### config.mk
export PLATFORM = sky130hd
export DESIGN_NAME = reflet_vga_compositor
export DESIGN_NICKNAME = d
export VERILOG_FILES = /design/src/rtl/reflet_vga_compositor.sv
export SDC_FILE = /design/constraint.sdc
export NUM_CORES = 2
export LEC_CHECK = 0
export CAP_MARGIN = 20
export CORE_MARGIN = 8
export CORE_UTILIZATION = 45
export CTS_BUF_LIST = sky130_fd_sc_hd__clkbuf_8
export DETAILED_ROUTE_END_ITERATION = 8
export REMOVE_ABC_BUFFERS = 1
export SYNTH_ARGS = -nofsm -noshare
export SYNTH_HDL_FRONTEND = slang
export SYNTH_SLANG_ARGS = --single-unit
### constraint.sdc
create_clock -name clk -period 7.9 [get_ports clk]
set_clock_uncertainty 0.15 [all_clocks]
set_input_delay 1.185 -clock clk [delete_from_list [all_inputs] [get_ports clk]]
set_output_delay 1.185 -clock clk [all_outputs]
set_load 0.005 [all_outputs]
### src/rtl/reflet_vga_compositor.sv
// reflet_vga_compositor: pipelined back-to-front alpha compositor for N layers.
// Layer 0 is the opaque bottom. Each layer k>0 is blended in its own registered
// stage. The layer-enable mask changes only at the v_sync active edge, and each
// pixel carries its mask down the pipe. Syncs and de are delayed by the same
// latency as the pixels.
// Optional chroma key: define REFLET_VGA_COMPOSITOR_CHROMA_KEY_EN.

module reflet_vga_blend_stage #(
  parameter int D = 8
) (
  input  logic           clk,
  input  logic           reset,
  input  logic           en_i,       // layer enabled for this pixel
  input  logic           key_hit_i,  // top pixel matches chroma key
  input  logic [3*D-1:0] top_i,      // {R,G,B}
  input  logic [D-1:0]   a_i,
  input  logic [3*D-1:0] acc_i,
  output logic [3*D-1:0] acc_o
);
  logic [D:0]     ae;
  logic [3*D-1:0] acc_d, acc_q;

  // top*ae + acc*(2^D - ae), scaled back by 2^D; ae spans 0..2^D inclusive
  function automatic logic [D-1:0] mix(input logic [D-1:0] top,
                                       input logic [D-1:0] acc,
                                       input logic [D:0]   e);
    logic [D:0]   inv;
    logic [2*D:0] sum;
    inv = {1'b1, {D{1'b0}}} - e;
    sum = {{(D+1){1'b0}}, top} * {{D{1'b0}}, e}
        + {{(D+1){1'b0}}, acc} * {{D{1'b0}}, inv};
    return D'(sum >> D);
  endfunction

  // expand alpha so that max alpha is exact; keyed pixels become transparent
  always_comb begin
    ae    = key_hit_i ? '0 : ({1'b0, a_i} + {{D{1'b0}}, a_i[D-1]});
    acc_d = acc_i;
    if (en_i)
      for (int c = 0; c < 3; c++)
        acc_d[c*D +: D] = mix(top_i[c*D +: D], acc_i[c*D +: D], ae);
  end

  // one cycle per stage whether or not the layer is enabled
  always_ff @(posedge clk or negedge reset)
    if (!reset) acc_q <= '0;
    else        acc_q <= acc_d;

  assign acc_o = acc_q;
endmodule

module reflet_vga_compositor #(
  parameter int layers          = 3,
  parameter int color_depth     = 8,
  parameter bit sync_active_low = 1'b1
) (
  input  logic                          clk,
  input  logic                          reset,
  input  logic                          h_sync_in,
  input  logic                          v_sync_in,
  input  logic                          de_in,
  input  logic [layers*color_depth-1:0] R_in,
  input  logic [layers*color_depth-1:0] G_in,
  input  logic [layers*color_depth-1:0] B_in,
  input  logic [layers*color_depth-1:0] a_in,
  input  logic                          cfg_write,
  input  logic [layers-1:0]             cfg_mask,
`ifdef REFLET_VGA_COMPOSITOR_CHROMA_KEY_EN
  input  logic                          key_write,
  input  logic [3*color_depth-1:0]      key_color,
`endif
  output logic                          h_sync,
  output logic                          v_sync,
  output logic [color_depth-1:0]        R_out,
  output logic [color_depth-1:0]        G_out,
  output logic [color_depth-1:0]        B_out
);
  localparam int   L         = layers;
  localparam int   D         = color_depth;
  localparam logic SYNC_IDLE = sync_active_low;

  typedef struct packed {
    logic         de;
    logic         hs;
    logic         vs;
    logic [L-1:0] mask;
  } side_t;

  side_t [L-1:0]  side_q;          // de/sync/mask delay line, one entry per stage
  logic [3*D-1:0] acc [L];         // acc[k]: registered result of stage k
  logic [3*D-1:0] base_q;
  logic           vs_prev_q;
  logic [L-1:0]   pend_q, pend_d, act_q, act_d, in_mask;
  logic           vs_edge;

  // frame-start detect; the pixel on the edge cycle already uses the new mask
  always_comb begin
    vs_edge = (v_sync_in != SYNC_IDLE) && (vs_prev_q == SYNC_IDLE);
    in_mask = vs_edge ? pend_q : act_q;
    act_d   = in_mask;
    pend_d  = cfg_write ? (cfg_mask | L'(1)) : pend_q;
  end

  // mask double buffer and sync edge history
  always_ff @(posedge clk or negedge reset)
    if (!reset) begin
      vs_prev_q <= SYNC_IDLE;
      pend_q    <= '1;
      act_q     <= '1;
    end else begin
      vs_prev_q <= v_sync_in;
      pend_q    <= pend_d;
      act_q     <= act_d;
    end

  // stage 0: bottom layer plus the side-band delay line
  always_ff @(posedge clk or negedge reset)
    if (!reset) begin
      base_q <= '0;
      for (int i = 0; i < L; i++) side_q[i] <= '{1'b0, SYNC_IDLE, SYNC_IDLE, {L{1'b1}}};
    end else begin
      base_q    <= {R_in[0 +: D], G_in[0 +: D], B_in[0 +: D]};
      side_q[0] <= '{de_in, h_sync_in, v_sync_in, in_mask};
      for (int i = 1; i < L; i++) side_q[i] <= side_q[i-1];
    end

  assign acc[0] = base_q;

`ifdef REFLET_VGA_COMPOSITOR_CHROMA_KEY_EN
  logic [3*D-1:0] key_q;

  // key takes effect immediately, not at frame start
  always_ff @(posedge clk or negedge reset)
    if (!reset)         key_q <= '0;
    else if (key_write) key_q <= key_color;
`endif

  for (genvar k = 1; k < L; k++) begin : g_layer
    logic [4*D-1:0] skew_q [k];   // {R,G,B,A}, k deep so layer k meets its stage
    logic           key_hit;

    // skew layer k by k cycles
    always_ff @(posedge clk or negedge reset)
      if (!reset) begin
        for (int i = 0; i < k; i++) skew_q[i] <= '0;
      end else begin
        skew_q[0] <= {R_in[k*D +: D], G_in[k*D +: D], B_in[k*D +: D], a_in[k*D +: D]};
        for (int i = 1; i < k; i++) skew_q[i] <= skew_q[i-1];
      end

`ifdef REFLET_VGA_COMPOSITOR_CHROMA_KEY_EN
    assign key_hit = (skew_q[k-1][4*D-1:D] == key_q);
`else
    assign key_hit = 1'b0;
`endif

    reflet_vga_blend_stage #(.D(D)) u_blend (
      .clk       (clk),
      .reset     (reset),
      .en_i      (side_q[k-1].mask[k]),
      .key_hit_i (key_hit),
      .top_i     (skew_q[k-1][4*D-1:D]),
      .a_i       (skew_q[k-1][D-1:0]),
      .acc_i     (acc[k-1]),
      .acc_o     (acc[k])
    );
  end

  // outputs come straight from the last stage; blank outside the visible area
  always_comb begin
    h_sync                = side_q[L-1].hs;
    v_sync                = side_q[L-1].vs;
    {R_out, G_out, B_out} = side_q[L-1].de ? acc[L-1] : '0;
  end

  // layer 0 alpha, mask bit 0 and the spent mask at the output carry no meaning
  logic unused_sink;
  assign unused_sink = ^{a_in[D-1:0], cfg_mask[0], side_q[L-1].mask};
endmodule

==> flow_metrics.py <==
metrics = {
    "synthesis": {
        "synth_edf_count": 0,
        "ys_seq_elements": 182,
        "syn_area_per_cell_um2": 9.67,
        "ys_seq_area_frac": 0.138,
        "synthArstFlopShare": 1.00,
        "netlist_area_mm2": 0.0330,
        "synthDistinctLibCells": 67,
        "syn_inst": 3418,
        "ys.flop_type": "dfrtp_1",
        "synth-warning-count": 0,
    },
    "cells_and_area": {
        "fin_nets": 4585,
        "syn_to_final_growth_pct": 9.66,
        "multiInputGateArea_mm2": 0.0252,
        "drive_above_1_share": 0.0585,
        "nFillCells": 6881,
        "diodes": 0,
        "seq_area_mm2": 0.00457,
        "utilization": 0.497,
    },
    "clock_network": {
        "cts.sinks": 182,
        "clk_pin_slew_worst_paths_ns": 0.14,
        "clock_latency_ns": 0.59,
        "cts-htree-levels": 4,
        "clockBufferDepth": 2,
        "cts_hold_buf": 0,
        "root_buffer": "clkbuf_8",
        "cts_buffers": 17,
        "cts_tree": "done",
    },
    "global_route": {
        "grt-ovfl-total": 0,
        "grt_usage": 0.197,
        "grt_pass1_wl_um": 127000,
        "grt_pass1_vias": 23349,
        "antenna_found_initial": 2,
        "grt_max_degree": 68,
    },
    "setup_path": {
        "cp_top_family": "adder cells",
        "path_class": "register to register",
        "cp_slowest_stage_delay_ns": 0.55,
        "crit_arrival_ns": 7.89,
        "ff2ff_setup_slack_ns": 0.30,
        "cp-start-kind": "register",
        "cp.buffers_inverters": 5,
        "slowest_stage": "fa_1",
        "end_kind": "register",
        "worst-path-max-fanout": 25,
        "crit_top_cell": "fa_1",
        "cp.required_ns": 8.19,
    },
    "timing": {
        "max_freq_mhz": 132,
        "maxSlewViolCount": 0,
        "fin_crit_sh": 0.962,
        "min_period_ns": 7.60,
        "tightest_slew_ns": 0.896,
        "slew_headroom": 0.403,
        "setup_violations": 0,
        "finalHoldViolations": 0,
    },
    "floorplan": {
        "io_pins": 131,
        "rows": 99,
        "core_area_mm2": 0.0728,
        "fp.dieH_um": 287,
        "die_area_mm2": 0.0823,
        "initial_core_util": 0.454,
        "die_x_um": 287,
    },
    "status": {
        "status": "finished, final reports clean",
    },
    "place": {
        "place_congestion": 0.831,
        "place_hpwl_um": 61500,
        "port_buffers": 121,
    },
    "drt": {
        "wl_per_cell_um": 17.3,
        "drcViolationCount": 0,
        "vias": 21836,
        "first_pass_iters": 5,
        "via_per_inst": 4.89,
        "drtIter0Drc": 1019,
        "drt-total-wl_um": 77200,
        "antenna_violating_nets_post_route": 0,
    },
    "worst_hold_path": {
        "worstHoldPathType": "register to register",
    },
    "flow_run": {
        "maxCapViolCount": 0,
    },
}
-- kinds of logic after synthesis --
group | after synthesis | share of synthesized area
AND/OR/NAND/NOR | 1030 | 0.164
adder cells (fa/ha/maj) | 990 | 0.519
buffers and inverters | 936 | 0.106
flip-flops | 182 | 0.138
AO/OA/AOI/OAI | 126 | 0.0263
XOR/XNOR | 112 | 0.0314
multiplexers | 42 | 0.0142
-- per-layer routing --
layer	vias to the layer above	share of wire	GRT usage
li1	10214	-	-
met1	11140	0.44	0.266
met2	420	0.50	0.334
met3	62	0.043	0.0283
met4	0	0.018	0.0431
met5	-	0	0
-- cell usage after synthesis (all sizes together), types with 4 or more instances --
cell    number  area share
nor3        23      0.0040
o21a        13      0.0030
nand3       25      0.0039
and3        23      0.0044
a311oi       6      0.0016
buf         44      0.0052
or3          5     0.00095
nor2        44      0.0050
o21ai       27      0.0041
a31oi        7      0.0013
mux2        39       0.013
o21bai       6      0.0014
a211oi       4      0.0011
a21oi       24      0.0036
dfrtp      171        0.13
inv        796       0.090
nand2      365       0.041
nand2b      17      0.0032
o31ai        5      0.0011
xor2        28      0.0074
ha         354        0.13
clkbuf      95       0.011
xnor2       82       0.023
nor2b       88       0.017
fa         636        0.39
dfstp       11      0.0087
and2       418       0.079
nand4       11      0.0021
-- area by class of cell --
type / count / area share
multi-input cells: 2300 / 0.696
flip-flops and latches: 182 / 0.126
clock inverters: 15 / 0.00483
inverters: 797 / 0.0826
clock buffers: 17 / 0.00646
well taps: 959 / 0.0331
repair buffers: 192 / 0.0505
-- cell usage in the layout, fill, tap and decap left out, types with 7 or more instances in the layout --
master           synthesis  layout
nor2b_1                 88      88
nand4_1                 11      11
dfrtp_1                171     171
ha_1                   354     353
clkbuf_8                 0      17
inv_1                  796     796
dfstp_2                 11      11
xnor2_2                  4      12
o21ai_0                 19      19
xor2_1                  28      21
a31oi_1                  7       7
clkdlybuf4s50_1          0     120
and2_1                 417     417
o21a_1                  13      13
o21ai_1                  8       8
nand3_1                 24      24
buf_4                    0      64
a21oi_1                 24      22
mux2_2                  39      39
nor3_1                  21      19
nand2_1                365     365
nor2_1                  44      43
and3_1                  23      23
nand2b_1                17      16
xor2_2                   0       7
fa_1                   636     636
xnor2_1                 78      65
-- flip-flops by register name (all words and copies together) (netlist names) --
| signal | count |
|---|---|
| h_sync | 1 |
| g_layer.skew_q | 96 |
| base_q | 24 |
| pend_q | 2 |
| side_q | 10 |
| v_sync | 1 |
| g_layer.u_blend.acc_o | 48 |
-- final timing paths --
| check | startpoint | to | cells after the start |
|---|---|---|---|
| max | g_layer[1].skew_q[7] | g_layer[1].u_blend.acc_o[23] | 27 |
| min | side_q[5] | side_q[11] | 0 |
| max reg2reg | g_layer[1].skew_q[7] | g_layer[1].u_blend.acc_o[23] | 27 |
| min reg2reg | side_q[5] | side_q[11] | 0 |
| max in group asynchronous | reset | g_layer[2].u_blend.acc_o[1] | 2 |
| min in group asynchronous | reset | g_layer[1].skew_q[22] | 1 |
-- metrics by stage --
stage                     instance area, um^2  std cells  setup WS (ns)  setup TNS, ns  hold WS [ns]
after CTS                               36000       4458         0.0422              0         0.195
after global routing                    36200       4462        -0.0136        -0.0136         0.217
after floorplan                         32500       3279         -0.463          -6.01         0.181
final                                   36200       4462          0.304              0         0.186
after detailed placement                35600       4426         0.0785              0         0.185
after global placement                  35600       4426          0.120              0         0.182
-- what timing repair did --
| item | 4_1_cts | 5_1_grt |
|---|---|---|
| buffers inserted | 0 | 4 |
| endpoints found under the setup margin | 0 | 13 |
| resized for setup | 0 | 23 |
Power is left out: the tool's default activity adds up to more than one toggle a clock period on the data nets, which glitch-free logic cannot reach.
